**src/rtl/apb_pkg.sv**
```systemverilog
// Shared APB completer definitions: bus width defaults, FSM state encoding and address checking.
package apb_pkg;

  localparam int unsigned APB_ADDR_WIDTH = 32;
  localparam int unsigned APB_DATA_WIDTH = 32;
  localparam int unsigned APB_WAIT_WIDTH = 4;

  typedef enum logic [1:0] {S_IDLE, S_WAIT, S_RESP} apb_slv_state_t;

  // Flags a byte address that is not word-aligned or falls past the last memory word.
  function automatic logic addr_err(input logic [63:0] addr, input int unsigned depth);
    return (addr[1:0] != 2'b00) || ((addr >> 2) >= 64'(depth));
  endfunction

endpackage

```
**src/rtl/apb_slave_regfile.sv**
```systemverilog
// Word memory behind the APB completer: synchronous write, combinational read, cleared on reset.
module apb_slave_regfile #(
  parameter int unsigned DATA_WIDTH = 32,
  parameter int unsigned MEM_DEPTH  = 64,
  localparam int unsigned IDX_W     = $clog2(MEM_DEPTH)
) (
  input  logic                  pclk,
  input  logic                  presetn,
  input  logic                  we,
  input  logic [IDX_W-1:0]      waddr,
  input  logic [DATA_WIDTH-1:0] wdata,
  input  logic [IDX_W-1:0]      raddr,
  output logic [DATA_WIDTH-1:0] rdata
);

  logic [DATA_WIDTH-1:0] mem [MEM_DEPTH];

  always_ff @(posedge pclk or negedge presetn) begin
    if (!presetn) begin
      for (int i = 0; i < int'(MEM_DEPTH); i++) mem[i] <= '0;
    end else if (we) begin
      mem[waddr] <= wdata;
    end
  end

  assign rdata = mem[raddr];

endmodule

```
**src/rtl/apb_slave_mem.sv**
```systemverilog
// APB completer with a word memory, programmable wait states and PSLVERR on bad addresses.
module apb_slave_mem
  import apb_pkg::*;
#(
  parameter int unsigned ADDR_WIDTH = APB_ADDR_WIDTH,
  parameter int unsigned DATA_WIDTH = APB_DATA_WIDTH,
  parameter int unsigned MEM_DEPTH  = 64
) (
  input  logic                      pclk,
  input  logic                      presetn,
  input  logic                      pselx,
  input  logic                      penable,
  input  logic                      pwrite,
  input  logic [ADDR_WIDTH-1:0]     paddr,
  input  logic [DATA_WIDTH-1:0]     pwdata,
  input  logic [APB_WAIT_WIDTH-1:0] wait_cfg,
  output logic [DATA_WIDTH-1:0]     prdata,
  output logic                      pready,
  output logic                      pslverr
);

  localparam int unsigned IDX_W = $clog2(MEM_DEPTH);

  apb_slv_state_t state_q, state_d;
  logic [APB_WAIT_WIDTH-1:0] cnt_q, cnt_d;
  logic [IDX_W-1:0]          idx_q, idx_d;
  logic                      write_q, write_d;
  logic                      err_q, err_d;
  logic [DATA_WIDTH-1:0]     wdata_q, wdata_d;
  logic                      we_c;
  logic [DATA_WIDTH-1:0]     rdata_c;

  // State and latched transfer attributes
  always_ff @(posedge pclk or negedge presetn) begin
    if (!presetn) begin
      state_q <= S_IDLE;
      cnt_q   <= '0;
      idx_q   <= '0;
      write_q <= 1'b0;
      err_q   <= 1'b0;
      wdata_q <= '0;
    end else begin
      state_q <= state_d;
      cnt_q   <= cnt_d;
      idx_q   <= idx_d;
      write_q <= write_d;
      err_q   <= err_d;
      wdata_q <= wdata_d;
    end
  end

  // Next-state, wait countdown and write commit
  always_comb begin
    state_d = state_q;
    cnt_d   = cnt_q;
    idx_d   = idx_q;
    write_d = write_q;
    err_d   = err_q;
    wdata_d = wdata_q;
    we_c    = 1'b0;
    case (state_q)
      S_IDLE: begin
        if (pselx && !penable) begin
          idx_d   = paddr[IDX_W+1:2];
          write_d = pwrite;
          wdata_d = pwdata;
          err_d   = addr_err(64'(paddr), MEM_DEPTH);
          if (wait_cfg == '0) begin
            state_d = S_RESP;
          end else begin
            state_d = S_WAIT;
            cnt_d   = wait_cfg - APB_WAIT_WIDTH'(1);
          end
        end
      end
      S_WAIT: begin
        if (!pselx || !penable) begin
          state_d = S_IDLE;
        end else if (cnt_q == '0) begin
          state_d = S_RESP;
        end else begin
          cnt_d = cnt_q - APB_WAIT_WIDTH'(1);
        end
      end
      S_RESP: begin
        state_d = S_IDLE;
        we_c    = pselx && penable && write_q && !err_q;
      end
      default: state_d = S_IDLE;
    endcase
  end

  // Response is captured on entry to RESP so all three outputs come straight from flops
  always_ff @(posedge pclk or negedge presetn) begin
    if (!presetn) begin
      pready  <= 1'b0;
      pslverr <= 1'b0;
      prdata  <= '0;
    end else begin
      pready  <= (state_d == S_RESP);
      pslverr <= (state_d == S_RESP) && err_d;
      prdata  <= ((state_d == S_RESP) && !err_d && !write_d) ? rdata_c : '0;
    end
  end

  apb_slave_regfile #(
    .DATA_WIDTH (DATA_WIDTH),
    .MEM_DEPTH  (MEM_DEPTH)
  ) u_regfile (
    .pclk    (pclk),
    .presetn (presetn),
    .we      (we_c),
    .waddr   (idx_q),
    .wdata   (wdata_q),
    .raddr   (idx_d),
    .rdata   (rdata_c)
  );

endmodule

```
**config.mk**
```make
export PLATFORM = sky130hd
export DESIGN_NAME = apb_slave_mem
export DESIGN_NICKNAME = d
export VERILOG_FILES = /design/src/rtl/apb_pkg.sv /design/src/rtl/apb_slave_regfile.sv /design/src/rtl/apb_slave_mem.sv
export SDC_FILE = /design/constraint.sdc
export NUM_CORES = 2
export LEC_CHECK = 0
export ABC_CLOCK_PERIOD_IN_PS = 6300
export CORE_UTILIZATION = 25
export DETAILED_ROUTE_END_ITERATION = 8
export PLACE_DENSITY_LB_ADDON = 0.12
export SETUP_SLACK_MARGIN = 0.5
export SYNTH_ARGS = -nofsm -noshare
export SYNTH_HDL_FRONTEND = slang
export SYNTH_SLANG_ARGS = --single-unit
```
**constraint.sdc**
```tcl
create_clock -name pclk -period 6.3 [get_ports pclk]
set_clock_uncertainty 0.05 [all_clocks]
set_input_delay 1.26 -clock pclk [delete_from_list [all_inputs] [get_ports pclk]]
set_output_delay 1.26 -clock pclk [all_outputs]
set_load 0.05 [all_outputs]
```
==> summary.md <==
| Metric | Value |
|---|---|
| Max Cap Viol | `0` |
| Post-Syn Nets | `7947` |
| Clock buffer depth | `4` |
| First-pass GRT wire length | `538000 um` |
| Layout area overhead | `17.0%` |
| Chip Width | `622 um` |
| Largest net degree at the start of global routing | `168` |
| Seq. cell area | `53300 um2` |
| Unique masters post-synth | `60` |
| Slew Viols, Final | `0` |
| Share of layout cells above drive strength 1 | `0.369` |
| Final wirelength | `373000 um` |
| Mapped cell area | `96200 um2` |
| Most used cell, CP | `buf_4` |
| Final non-filler cell total | `13000` |
| Routed vias | `64900` |
| Worst-margin pin slew | `1.27 ns` |
| Skew-Pair Late Insertion Delay | `0.89 ns` |
| Worst EP required | `6.99 ns` |
| Top delay family on crit path | `buffers and inverters` |
| Clock Sinks | `2128` |
| GRT Total Usage | `0.191` |
| Pwr dens | `308 nW/um2` |
| VDD IR max | `0.178 mV` |
| Final setup fails | `0` |
| GPL Wtd Cong | `0.755` |
| Fmax | `196 MHz` |
| Routed WL per cell | `28.7 um` |
| Hold Path Class | `in -> async` |
| Arrival time at the worst endpoint | `5.78 ns` |
| Worst setup SP type | `input pin` |
| Most used DFF post-synth | `dfrtp_1` |
| Initial antenna violation count | `13` |
| CP bufs+invs | `5` |
| # fillers | `38600` |
| Site Rows | `227` |
| Cts hold-fix bufs | `0` |
| Total power | `34700 uW` |
| Post-Synth XOR/XNOR Area | `0` |
| Critical path peak fanout | `34` |
| Count of final hold-check violations | `0` |
| Post-layout min period | `5.09 ns` |
| Synth Instances | `7873` |
| Core Box Area | `383000 um2` |
| Synth async-reset ratio | `1.00` |
| Drt first pass iters | `7` |
| Starting density of the core | `0.252` |
| Slowest stage cell on the critical path | `o31ai_1` |
| Worst-path clk slew | `0.06 ns` |
| CTS tree | `yes` |
| Rel. slew slack | `0.154` |
| Max stage delay on crit path | `0.86 ns` |
| Synthesized flop and latch total | `2128` |
| Total CTS buffers | `265` |
| Synth Area per Inst | `12.2 um2` |
| Largest family of logic cells by synthesized area | `multiplexers` |
| DRT antenna net count | `0` |
| Design area | `113000 um2` |
| Total Die Area | `387000 um2` |
| CTS root buf | `clkbuf_16` |
| Placement Cell Area | `104000 um2` |
| Fin crit share | `0.808` |
| Status | `completed` |
| Post-synthesis mux area share | `0.273` |
| Port Buffers | `106` |
| Yosys warning count | `0` |
| Synth Area in Simple Gates | `0.0824` |
| Crit end category | `flop` |
| Post-CTS Resized | `0` |
| Synth Area in Compound Gates | `0.0583` |
| DIE HEIGHT | `622 um` |
| Post-CTS Repair Setup Buffers | `0` |
| Total congestion overflow | `0` |
| DRC | `0` |
| Dpl cells | `12500` |
| Area occupied by multi-input gates | `40300 um2` |
| Final nets | `7837` |
| LEAKAGE | `0.0522 uW` |
| DRT iter0 DRCs | `4354` |
| Seq/Total Area, Yosys | `0.553` |
| Unrepaired setup endpoints after global routing | `no` |
| Boundary Pins | `107` |
| WS Path Type | `in -> reg` |
| Post-synthesis adder-cell area fraction | `0.000130` |
| Htree depth | `5` |
| Vias in the first global route | `68000` |
| EDFF count, synth | `0` |
| DR vias/cell | `4.99` |
| Post-DP HPWL | `204000 um` |
| CP cell instances | `clkdlybuf4s50_1 > nor4b_4 > buf_4 > mux2i_4 > inv_8 > nor2_4 > buf_4 > nand3_1 > nand4_1 > nand2_1 > o31ai_1 > buf_4 > o221ai_1` |
-- synthesized netlist by cell type (3+ instances only) --
cell | n | share of area
a211o_1 | 4 | 0.00036
a21oi_1 | 300 | 0.016
a221oi_1 | 87 | 0.0079
a22o_1 | 49 | 0.0045
a22oi_1 | 75 | 0.0059
a31oi_1 | 133 | 0.0086
a32o_1 | 5 | 0.00052
a32oi_1 | 83 | 0.0076
a41oi_1 | 3 | 0.00027
and2_1 | 5 | 0.00033
and3_1 | 50 | 0.0033
buf_1 | 129 | 0.0050
buf_2 | 113 | 0.0059
buf_4 | 21 | 0.0016
buf_6 | 8 | 0.00094
clkbuf_1 | 488 | 0.019
dfrtp_1 | 2128 | 0.55
inv_2 | 4 | 0.00016
mux2_2 | 2049 | 0.24
mux2i_1 | 97 | 0.010
mux4_2 | 96 | 0.022
nand2_1 | 1365 | 0.053
nand2b_1 | 4 | 0.00026
nand3_1 | 299 | 0.016
nand3b_1 | 3 | 0.00023
nand4_1 | 77 | 0.0050
nor2_1 | 59 | 0.0023
nor2b_1 | 4 | 0.00026
nor3_1 | 4 | 0.00021
nor4_1 | 8 | 0.00052
o21ai_0 | 36 | 0.0019
o21ai_1 | 3 | 0.00016
o221ai_1 | 22 | 0.0020
o22ai_1 | 26 | 0.0017
o31ai_1 | 5 | 0.00039
-- routing by layer --
| metal | global-route usage | share of wire | vias up |
|---|---|---|---|
| met4 | 0.0452 | 0.024 | 0 |
| met1 | 0.266 | 0.47 | 35300 |
| li1 | - | - | 27800 |
| met3 | 0.0225 | 0.036 | 444 |
| met5 | 0 | 0 | - |
| met2 | 0.314 | 0.47 | 1398 |
-- stage by stage --
stage	hold WS (ns)	setup TNS [ns]	util	setup WS, ns
finish	0.244	0	0.294	1.21
floorplan	0.419	0	-	2.74
CTS	0.234	0	0.294	1.23
global placement	0.431	-0.198	0.272	-0.198
global route	0.229	0	0.294	1.02
detailed placement	0.438	0	0.272	0.264
-- path summary, 6_finish.rpt --
path | end | slack [ns] | cells after the start | from
setup / recovery | prdata[2]$_DFF_PN0_ | 1.21 | 13 | penable
setup reg to reg | prdata[2]$_DFF_PN0_ | 1.68 | 12 | state_q[0]$_DFF_PN0_
hold / removal | u_regfile.mem[1410]$_DFFE_PN0P_ | 0.24 | 1 | presetn
min in group pclk | u_regfile.mem[883]$_DFFE_PN0P_ | 0.45 | 1 | u_regfile.mem[883]$_DFFE_PN0P_
hold reg to reg | u_regfile.mem[883]$_DFFE_PN0P_ | 0.45 | 1 | u_regfile.mem[883]$_DFFE_PN0P_
max in group asynchronous | u_regfile.mem[870]$_DFFE_PN0P_ | 4.10 | 3 | presetn
-- sequential cells by signal (all words and copies together), names as in the netlist --
register / count
err_q: 1
state_q: 2
cnt_q: 4
pslverr: 1
idx_q: 6
wdata_q: 32
write_q: 1
u_regfile.mem: 2048
prdata: 32
pready: 1
-- layout make-up --
class / instances / area share
Multi-Input combinational cell: 4980 / 0.358
Inverter: 6 / 0.000400
Antenna cell: 13 / 0.000289
Tap cell: 5038 / 0.0560
Clock inverter: 52 / 0.00489
Timing Repair Buffer: 382 / 0.0351
Sequential cell: 2128 / 0.474
Clock buffer: 408 / 0.0718
-- cells by family after synthesis --
logic type,count (synthesis)
AO/OA/AOI/OAI,842
buffers and inverters,765
flip-flops,2128
AND/OR/NAND/NOR,1892
adder cells (fa/ha/maj),1
multiplexers,2245
-- worst reg2reg max path, cell delays in order, from the launching register on --
cell and delay (ns):
dfrtp_1 0.43, nor4b_4 0.39, buf_4 0.36, mux2i_4 0.42, inv_8 0.21, nor2_4 0.51, buf_4 0.40, nand3_1 0.11
nand4_1 0.14, nand2_1 0.22, o31ai_1 0.86, buf_4 0.26, o221ai_1 0.11
-- report_power, final --
group | leakage, uW | switching (uW) | internal, uW
Clock | 0.00426 | 6200 | 9210
Combinational | 0.0183 | 4270 | 1230
Sequential | 0.0296 | 67.6 | 13700
-- cell usage in the layout, fill, tap and decap left out, types with 87 or more instances in the layout --
cell type | Yosys | layout
a21oi_1 | 300 | 300
a221oi_1 | 87 | 87
a31oi_1 | 133 | 133
buf_4 | 21 | 212
clkbuf_16 | 0 | 279
clkdlybuf4s50_1 | 0 | 105
dfrtp_1 | 2128 | 2096
mux2_2 | 2049 | 2049
mux2i_1 | 97 | 95
mux4_2 | 96 | 96
nand2_1 | 1365 | 1332
nand3_1 | 299 | 299
(Power assumes the default switching activity.)
